**src/rtl/store_buf_pkg.sv**
```systemverilog
// Shared entry layout, width codes and default depth for the posted-store buffer.
// Width codes mirror the CPU-wide definitions; the buffer only carries them through.
`ifndef SB_DEPTH
`define SB_DEPTH 4
`endif

package store_buf_pkg;

   localparam int SB_DEPTH_DEF = `SB_DEPTH;

   localparam logic [2:0] OP_WD = 3'd0;
   localparam logic [2:0] OP_HF = 3'd1;
   localparam logic [2:0] OP_BT = 3'd2;

   typedef struct packed {
      logic [31:0] ax;
      logic [31:0] x;
      logic [2:0]  op;
      logic [31:0] pc;
   } entry_t;

endpackage

```
**src/rtl/store_buf.sv**
```systemverilog
// Posted-store FIFO in front of dm: accepted stores drain in order one edge later at the earliest,
// st_full holds the CPU when DEPTH stores are pending, and loads hitting a pending word are stalled.
module store_buf
   import store_buf_pkg::*;
#(
   parameter int DEPTH = SB_DEPTH_DEF,
   parameter int PW    = $clog2(DEPTH)
) (
   input  logic        clk,
   input  logic        rst,
   input  logic        st_en,
   input  logic [31:0] st_ax,
   input  logic [31:0] st_x,
   input  logic [2:0]  st_op,
   input  logic [31:0] st_pc,
   output logic        st_full,
   input  logic        ld_en,
   input  logic [31:0] ld_ax,
   output logic        ld_stall,
   input  logic        dm_busy,
   output logic        dm_en,
   output logic [31:0] dm_ax,
   output logic [31:0] dm_x,
   output logic [2:0]  dm_op,
   output logic [31:0] dm_pcw,
   output logic        empty
);

   localparam logic [PW:0] FULL_CNT = (PW+1)'(DEPTH);

   entry_t           ent_q [DEPTH];
   logic [DEPTH-1:0] vld_q, vld_d;
   logic [PW-1:0]    head_q, head_d;
   logic [PW-1:0]    tail_q, tail_d;
   logic [PW:0]      cnt_q, cnt_d;
   logic             enq, deq;
   entry_t           head_ent;
   logic [DEPTH-1:0] hit;
   logic             unused_ld;

   assign st_full  = (cnt_q == FULL_CNT);
   assign empty    = (cnt_q == '0);
   assign enq      = st_en && !st_full;
   assign dm_en    = !empty && !dm_busy;
   assign deq      = dm_en;

   assign head_ent = empty ? '0 : ent_q[head_q];
   assign dm_ax    = head_ent.ax;
   assign dm_x     = head_ent.x;
   assign dm_op    = head_ent.op;
   assign dm_pcw   = head_ent.pc;

   // Word compare over the 4 KiB window dm aliases into; byte lanes are ignored.
   for (genvar g = 0; g < DEPTH; g++) begin : g_cmp
      assign hit[g] = vld_q[g] && (ent_q[g].ax[11:2] == ld_ax[11:2]);
   end
   assign ld_stall  = ld_en && (|hit);
   assign unused_ld = ^{ld_ax[31:12], ld_ax[1:0]};

   always_comb begin
      head_d = head_q;
      tail_d = tail_q;
      cnt_d  = cnt_q;
      vld_d  = vld_q;
      if (enq) begin
         vld_d[tail_q] = 1'b1;
         tail_d        = tail_q + PW'(1);
      end
      if (deq) begin
         vld_d[head_q] = 1'b0;
         head_d        = head_q + PW'(1);
      end
      case ({enq, deq})
         2'b10:   cnt_d = cnt_q + (PW+1)'(1);
         2'b01:   cnt_d = cnt_q - (PW+1)'(1);
         default: cnt_d = cnt_q;
      endcase
   end

   always_ff @(posedge clk) begin
      if (rst) begin
         head_q <= '0;
         tail_q <= '0;
         cnt_q  <= '0;
         vld_q  <= '0;
      end else begin
         head_q <= head_d;
         tail_q <= tail_d;
         cnt_q  <= cnt_d;
         vld_q  <= vld_d;
      end
   end

   // Payload needs no reset: it is only observed through valid bits and the count.
   always_ff @(posedge clk) begin
      if (enq) begin
         ent_q[tail_q] <= '{ax: st_ax, x: st_x, op: st_op, pc: st_pc};
      end
   end

endmodule

```
**config.mk**
```make
export PLATFORM = sky130hd
export DESIGN_NAME = store_buf
export DESIGN_NICKNAME = d
export VERILOG_FILES = /design/src/rtl/store_buf_pkg.sv /design/src/rtl/store_buf.sv
export SDC_FILE = /design/constraint.sdc
export NUM_CORES = 1
export LEC_CHECK = 0
export ABC_AREA = 1
export ABC_CLOCK_PERIOD_IN_PS = 3300
export BUFFER_PORTS_ARGS = -buffer_cell sky130_fd_sc_hd__buf_2
export CAP_MARGIN = 20
export CORE_MARGIN = 1.5
export CORE_UTILIZATION = 54
export CTS_BUF_LIST = sky130_fd_sc_hd__clkbuf_2 sky130_fd_sc_hd__clkbuf_4 sky130_fd_sc_hd__clkbuf_8
export DETAILED_ROUTE_END_ITERATION = 10
export PLACE_DENSITY = 0.88
export RECOVER_POWER = 25
export REMOVE_ABC_BUFFERS = 1
export SLEW_MARGIN = 20
export SYNTH_ARGS = -nofsm -noshare
export SYNTH_HDL_FRONTEND = slang
export SYNTH_SLANG_ARGS = --single-unit
```
**constraint.sdc**
```tcl
create_clock -name clk -period 3.3 [get_ports clk]
set_clock_uncertainty 0.2 [all_clocks]
set_input_delay 0 -clock clk [delete_from_list [all_inputs] [get_ports clk]]
set_output_delay 0 -clock clk [all_outputs]
set_load 0.02 [all_outputs]
```
==> reports/summary.txt, run 1 <==
total grt overflow -> 0
Crit path required time -> 3100 ps
Yosys warnings -> 0
Die Area -> 31,900 um2
Via density -> 5.55
crit start category -> flip-flop
fin crit period -> 2880 ps
Relative slew margins -> 0.331
vias -> 12,568
Initial Util -> 0.547
ratio of cells with drive above 1 in the final layout -> 0.180
Synth Cell Area -> 16,600 um2
post-synthesis cell count -> 1,401
fmax -> 347 MHz
Pleak -> 8.15 nW
setup bufs post-CTS -> 0
TritonCTS clock tree -> done
Chip Width -> 179 um
Top Ports -> 239
clock latency on the worst-skew pair -> 580 ps
DRT iter0 DRCs -> 1,163
final wirelength -> 43,500 um
initial antenna violation count -> 3
Worst-Margin Slew -> 1000 ps
vias in the first global route -> 12,657
antenna viol nets, final -> 0
flop2flop setup slack -> 920 ps
syn_area_per_cell -> 11.9 um2
Nets -> 1,968
FP Rows -> 64
Min Hold Slack -> 72.7 ps
Fillers -> 1,947
CTS Sinks -> 409
endpoints failing setup -> 0
number of CTS-inserted buffers -> 61
DRC viols -> 0
CTS Buffer Depth -> 3
H-tree Lvls -> 2
flops & latches, synth -> 409
Area Overhead vs Synth -> 27.8%
footprint of the multi-input gates -> 3780 um2
core area -> 30,400 um2
setup ws final -> 419 ps
drt wl/cell -> 19.2 um
Min-Delay Path Class -> in -> reg
RSZ-0062 raised after global routing -> false
CTS resizes -> 0
Slew Viols, Final -> 0
status -> finished, final reports clean
post-synthesis sequential area ratio -> 0.730
dpl ws -> 944 ps
Yosys cell types -> 27
Worst Setup End Kind -> primary output
fin crit share -> 0.873
maxcap violations -> 0
GP Congestion -> 0.892
CTS root buf -> clkbuf_8
CTS clk-pin slew, worst paths -> 60 ps
setup TNS -> 0 ps
critical path class -> reg -> out
post-route insts no fill -> 2,265
first-pass GRT wire length -> 65,300 um
critical path arrival -> 2680 ps
final hold vios -> 0
CP max FO -> 199
worst vdd ir -> 1120 uV
FF+latch area -> 12,200 um2
Port Buffers -> 216
power density over the cells -> 780 nW/um2
All-Layer GR Usage -> 0.268
First-pass DRT Iterations -> 6
largest net degree at the start of global routing -> 200
HPWL after DPL -> 20,700 um
Inst Count DP -> 1,953
Die Ht -> 179 um
## synthesized netlist by cell type
cell type | count | share of area
a211oi_1 | 3 | 0.0014
a21oi_1 | 124 | 0.037
a221oi_1 | 4 | 0.0021
buf_1 | 3 | 0.00068
buf_2 | 29 | 0.0087
buf_4 | 3 | 0.0014
buf_6 | 13 | 0.0088
clkbuf_1 | 28 | 0.0063
clkbuf_2 | 1 | 0.00030
dfxtp_1 | 13 | 0.016
edfxtp_1 | 396 | 0.71
fa_1 | 1 | 0.0012
ha_1 | 9 | 0.0068
inv_1 | 72 | 0.016
inv_2 | 2 | 0.00045
nand2_1 | 94 | 0.021
nand3_1 | 10 | 0.0030
nand4_1 | 3 | 0.0011
nor2_1 | 380 | 0.086
nor3_1 | 1 | 0.00030
o211ai_1 | 3 | 0.0014
o21a_1 | 1 | 0.00045
o21ai_0 | 102 | 0.031
o21ai_1 | 95 | 0.029
or2_2 | 1 | 0.00038
xnor2_1 | 6 | 0.0032
xor2_1 | 4 | 0.0021
## cells by family (layout without fill, tap and decap cells)
kind of cell,count (synthesis),in the layout,share of synthesized area
DFF,409,409,0.730
and+or+nand+nor,489,489,0.112
other,0,4,0
AOI/OAI and AO/OA,332,332,0.102
buffers and inverters,151,615,0.0429
xor gates and xnor gates,10,10,0.00526
adders and majority gates,10,10,0.00797
## sequential cells by signal (all words and copies together), names as in the netlist, named ones only
| signal | count |
|---|---|
| ent_q | 396 |
| cnt_q | 3 |
| tail_q | 2 |
| head_q | 2 |
| vld_q | 4 |
## routing by layer
layer | global-route usage | wire (um) | share of wire | up-vias
li1 | - | - | - | 5722
met2 | 0.469 | 22300 | 0.51 | 729
met5 | 0 | 0 | 0 | -
met3 | 0.0543 | 3920 | 0.090 | 125
met4 | 0.118 | 1370 | 0.032 | 0
met1 | 0.322 | 15900 | 0.37 | 5992
## layout make-up
class | count | area share
multi-input combinational | 841 | 0.178
antenna | 4 | 0.000471
clock inverter | 24 | 0.00800
inverter | 74 | 0.0139
timing repair buffer | 435 | 0.158
tap | 396 | 0.0233
clock buffer | 82 | 0.0472
sequential | 409 | 0.572
## critical path, stage by stage, from the launching register on
cell and delay, ps:
dfxtp_4 380, buf_12 580, nor2_1 150, nor2_1 120, o21ai_0 120, a21oi_1 280, buf_2 210
## cells in the final DEF (no fill, tap or decap), types with 3 or more instances in the layout
cell type and count:
o211ai_1 3, inv_4 5, ha_1 9, a221oi_1 4, inv_1 68, nor2_1 380
a211oi_1 3, o21ai_1 95, nand2_1 94, a21oi_1 124, xnor2_1 6, dlygate4sd3_1 202
clkinv_2 6, o21ai_0 102, nand3_1 10, diode_2 4, clkinv_1 12, dfxtp_1 11
edfxtp_1 396, buf_2 215, xor2_1 4, buf_4 7, nand4_1 3, clkbuf_8 62
buf_12 10, clkbuf_4 20
## report_power, final
part	switching [W]	internal, W	leakage [nW]	total, W
clock network	0.00192	0.00213	0.619	0.00405
logic	0.00429	0.00180	3.79	0.00610
registers	0.000207	0.00623	3.74	0.00644
## path summary, 6_finish.rpt
kind | from | to | cells past startpoint
worst max-delay path | flip-flop | dm_x[4] | 6
worst min-delay path | st_ax[22] | ent_q[2][89] | 2
worst min register to register | vld_q[2] | vld_q[2] | 2
worst max register to register | cnt_q[0] | cnt_q[2] | 8
## per-stage QoR
stage	power, W	instance area [um2]	util
after floorplan	0.00845	16200	-
after global placement	0.0121	18100	0.594
after detailed placement	0.0123	18100	0.594
after CTS	0.0164	21300	0.699
after global routing	0.0173	21300	0.699
final	0.0166	21300	0.699
## what timing repair did
| action | in CTS | in global routing |
|---|---|---|
| setup endpoints to repair | 0 | 0 |
| hold endpoints to repair | 417 | 0 |
| hold buffers | 202 | 0 |
(Power assumes the default switching activity.)
==> run 2: changes to the inputs <==
- CELL_PAD_IN_SITES_DETAIL_PLACEMENT: not set -> 1
- CELL_PAD_IN_SITES_GLOBAL_PLACEMENT: not set -> 1
- CORE_MARGIN: 1.5 -> not set
- CORE_UTILIZATION: 54 -> 43
- PLACE_DENSITY: 0.88 -> 0.87
- SLEW_MARGIN: 20 -> 15
==> run 2 against run 1 <==
  * Combinational power increased by 3.9%
  * Total power increased by 4.8%
  * Clock power increased by 14%
  * Core utilization decreased by 13 points
  * First-iteration DRC count decreased by 41%
  * Die area increased by 24%
  * Largest power group unchanged
==> reports/summary.txt, run 2 (synthesis results as in run 1) <==
Crit path required time -> 3100 ps
setup bufs post-CTS -> 0
fin crit period -> 3090 ps
Worst-Margin Slew -> 955 ps
Via density -> 5.28
Port Buffers -> 216
commonest non-fill, non-tap cell in the layout -> edfxtp_1
max FFs per register -> 396
vias -> 12,705
FP Rows -> 71
ratio of cells with drive above 1 in the final layout -> 0.192
drt wl/cell -> 21.6 um
Worst Setup End Kind -> primary output
Top Ports -> 239
maxcap violations -> 0
fmax -> 323 MHz
CTS root buf -> clkbuf_8
Flop pwr share -> 0.371
TritonCTS clock tree -> done
commonest non-fill, non-tap cells in the layout -> 396 x edfxtp_1, 380 x nor2_1, 215 x buf_2
crit start category -> flip-flop
post-route insts no fill -> 2,404
critical path arrival -> 2890 ps
total grt overflow -> 0
Die Area -> 39,500 um2
worst vdd ir -> 437 uV
antenna viol nets, final -> 0
endpoints failing setup -> 0
initial antenna violation count -> 2
final wirelength -> 51,900 um
Initial Util -> 0.440
Pleak -> 8.29 nW
Int Pwr -> 0.0106 W
final core utilization -> 0.573
First-pass DRT Iterations -> 5
clock share of power -> 0.265
switching share of total power -> 0.393
total net switching power -> 0.00683 W
CTS Buffer Depth -> 3
H-tree Lvls -> 3
Min-Delay Path Class -> in -> reg
largest net degree at the start of global routing -> 116
flop2flop setup slack -> 900 ps
CP max FO -> 115
All-Layer GR Usage -> 0.265
status -> finished, final reports clean
Tot Pwr -> 0.0174 W
fin crit share -> 0.938
DRC viols -> 0
top flop regs -> ent_q x396, vld_q x4, cnt_q x3
CTS clk-pin slew, worst paths -> 60 ps
number of CTS-inserted buffers -> 71
Area Overhead vs Synth -> 30.2%
HPWL after DPL -> 27,300 um
RSZ-0062 raised after global routing -> false
vias in the first global route -> 14,071
combinational share of power -> 0.365
Reg with most FFs -> ent_q
Nets -> 1,989
Inst Count DP -> 2,079
critical path class -> reg -> out
CTS Sinks -> 409
GP Congestion -> 0.858
Relative slew margins -> 0.363
Die Ht -> 199 um
Slew Viols, Final -> 0
clock latency on the worst-skew pair -> 610 ps
DRT iter0 DRCs -> 685
power density over the cells -> 802 nW/um2
first-pass GRT wire length -> 78,400 um
final hold vios -> 0
Chip Width -> 199 um
core area -> 37,800 um2
run 2: final cells by class:
cell class              instances  area, um2
fillers                      3947      16200
flip-flops and latches        409      12200
multi-input cells             841       3780
repair buffers                446       3430
clock buffers                  99       1190
well taps                     511        639
inverters                      74        295
clock inverters                22        170
diodes                          2       5.00
run 2: worst paths after layout:
path | from | end | cells past startpoint
setup reg to reg | cnt_q[1] | ent_q[1][14] | 7
hold / removal | rst | head_q[0] | 3
hold reg to reg | cnt_q[0] | cnt_q[0] | 2
setup / recovery | flip-flop | dm_ax[24] | 5
run 2: power by group through the flow:
stage               clock network, W  registers (W)  logic (W)
CTS                          0.00461        0.00644    0.00624
global placement                   0        0.00650    0.00575
global route                 0.00489        0.00648    0.00686
finish                       0.00460        0.00645    0.00634
detailed placement                 0        0.00654    0.00599
floorplan                          0        0.00647    0.00199
run 2: layer usage:
metal / track usage / share of wire / vias to the layer above
met5: 0 / 0 / -
met4: 0.106 / 0.025 / 0
met3: 0.0580 / 0.063 / 93
met2: 0.483 / 0.53 / 450
met1: 0.299 / 0.38 / 6392
li1: - / - / 5770
run 2: per-stage QoR:
step	hold WS, ps	worst slack [ps]	setup TNS (ps)	area (um2)
after floorplan	-131	-5440	-437580	16200
after global placement	7.90	953	0	18300
after detailed placement	16.0	883	0	18300
after CTS	37.5	193	0	21700
after global routing	102	101	0	21700
final	91.7	206	0	21700
run 2: repair_timing:
item,4_1_cts,5_1_grt
hold endpoints to repair,409,0
setup endpoints to repair,0,2
resized for setup,0,1
hold buffers,202,0
run 2: critical path: stages (launching register included):
cell	delay, ps
dfxtp_4	480
inv_6	670
buf_4	430
o21ai_0	180
a21oi_1	200
buf_2	200
==> run 3: changes to the inputs <==
- CORE_UTILIZATION: 43 -> 36
- PLACE_DENSITY: 0.87 -> 0.77
==> run 3 against run 2 <==
  * Sequential power barely moved
  * Largest power group unchanged
  * Sequential share of layout area decreased by 0.37 points
  * Highest routed layer is now met5
  * Cell count up 3.6%
  * Fmax is 7.5% higher
  * Critical path depth stayed put
  * Clock-buffer cell count is 7 higher
==> reports/summary.txt, run 3 (synthesis results as in run 1) <==
Initial Util -> 0.366
Nets -> 1,983
Worst Setup End Kind -> primary output
All-Layer GR Usage -> 0.211
Min-Delay Path Class -> in -> reg
r2r worst-path depth -> 9
final hold vios -> 0
CP endpoint -> dm_x[17]
First-pass DRT Iterations -> 5
status -> finished, final reports clean
CTS Sinks -> 409
HPWL after DPL -> 26,300 um
DRC viols -> 0
Area Overhead vs Synth -> 31.1%
flop2flop setup slack -> 890 ps
setup ws final -> 421 ps
Placement Cell Area -> 18,400 um2
crit start category -> flip-flop
endpoints failing setup -> 0
Crit path required time -> 3100 ps
Die Ht -> 217 um
critical path arrival -> 2680 ps
Chip Width -> 217 um
reg2reg end -> cnt_q[2]
Min Hold Slack -> 77.9 ps
Die Area -> 47,100 um2
CTS Buffer Depth -> 3
number of CTS-inserted buffers -> 71
fin crit period -> 2880 ps
commonest non-fill, non-tap cell in the layout -> edfxtp_1
total grt overflow -> 0
initial antenna violation count -> 3
fin crit share -> 0.872
Top Ports -> 239
post-route insts no fill -> 2,490
Fillers -> 4,929
fmax -> 347 MHz
GP Congestion -> 0.857
critical path class -> reg -> out
design area -> 21,800 um2
max FFs per register -> 396
TritonCTS clock tree -> done
Reg with most FFs -> ent_q
top flop regs -> ent_q x396, vld_q x4, cnt_q x3
Port Buffers -> 216
H-tree Lvls -> 3
antenna viol nets, final -> 0
Via density -> 4.97
vias -> 12,379
core area -> 45,500 um2
Worst-Margin Slew -> 778 ps
CTS root buf -> clkbuf_8
dpl ws -> 1060 ps
final wirelength -> 49,200 um
vias in the first global route -> 13,705
RSZ-0062 raised after global routing -> false
DRT iter0 DRCs -> 766
largest net degree at the start of global routing -> 102
first-pass GRT wire length -> 75,900 um
CP max FO -> 58
RR Startpoint -> cnt_q[0]
Pleak -> 8.29 nW
worst vdd ir -> 1420 uV
ratio of cells with drive above 1 in the final layout -> 0.189
FP Rows -> 78
maxcap violations -> 0
CTS clk-pin slew, worst paths -> 60 ps
Relative slew margins -> 0.481
Slew Viols, Final -> 0
clock latency on the worst-skew pair -> 610 ps
setup TNS -> 0 ps
commonest non-fill, non-tap cells in the layout -> 396 x edfxtp_1, 380 x nor2_1, 213 x buf_2
power density over the cells -> 793 nW/um2
Inst Count DP -> 2,161
drt wl/cell -> 19.7 um
[run 3: critical path, cell delays in order (launching register included)]
cell     delay [ps]
dfxtp_4         460
inv_6           420
buf_4           450
o21ai_0         220
a21oi_1         260
buf_2           220
[run 3: per-layer routing]
metal,track usage,share of wire,up-vias
met4,0.0876,0.025,2
met2,0.377,0.51,307
met1,0.240,0.41,6225
met5,0,0.00022,-
met3,0.0524,0.053,87
li1,-,-,5758
[run 3: worst min path at each step]
stage | start | end | slack, ps | depth (start not counted)
2_1_floorplan | rst | flip-flop | -130 | 1
3_3_place_gp | st_pc[6] | ent_q[3][6] | 9 | 1
3_5_place_dp | st_x[28] | ent_q[2][63] | 10 | 1
4_1_cts | rst | cnt_q[0] | 10 | 3
5_1_grt | rst | cnt_q[0] | 40 | 3
6_report | rst | cnt_q[0] | 80 | 3
[run 3: area by class of cell]
class,instances,area [um2],share of cell area
inverter,74,295,0.0135
timing repair buffer,440,3430,0.157
clock inverter,18,110,0.00505
multi-input combinational,841,3780,0.173
clock buffer,106,1280,0.0589
antenna,2,5.00,0.000229
tap,600,751,0.0344
sequential,409,12200,0.557
[run 3: power breakdown]
part | internal [W] | total, W | switching [W]
Combinational | 0.00182 | 0.00628 | 0.00445
Sequential | 0.00623 | 0.00643 | 0.000194
Clock | 0.00255 | 0.00459 | 0.00204
Total | 0.0106 | 0.0173 | 0.00668
[run 3: what timing repair did]
| item | in CTS | in global routing |
|---|---|---|
| resized for setup | 0 | 0 |
| hold endpoints to repair | 439 | 0 |
| buffers inserted | 0 | 0 |
| hold buffers | 203 | 0 |
[run 3: per-stage QoR]
| stage | total power [W] | util |
|---|---|---|
| 6_report | 0.0173 | 0.480 |
| 5_1_grt | 0.0182 | 0.480 |
| 4_1_cts | 0.0174 | 0.480 |
| 3_5_place_dp | 0.0125 | 0.404 |
| 3_3_place_gp | 0.0123 | 0.404 |
| 2_1_floorplan | 0.00845 | - |
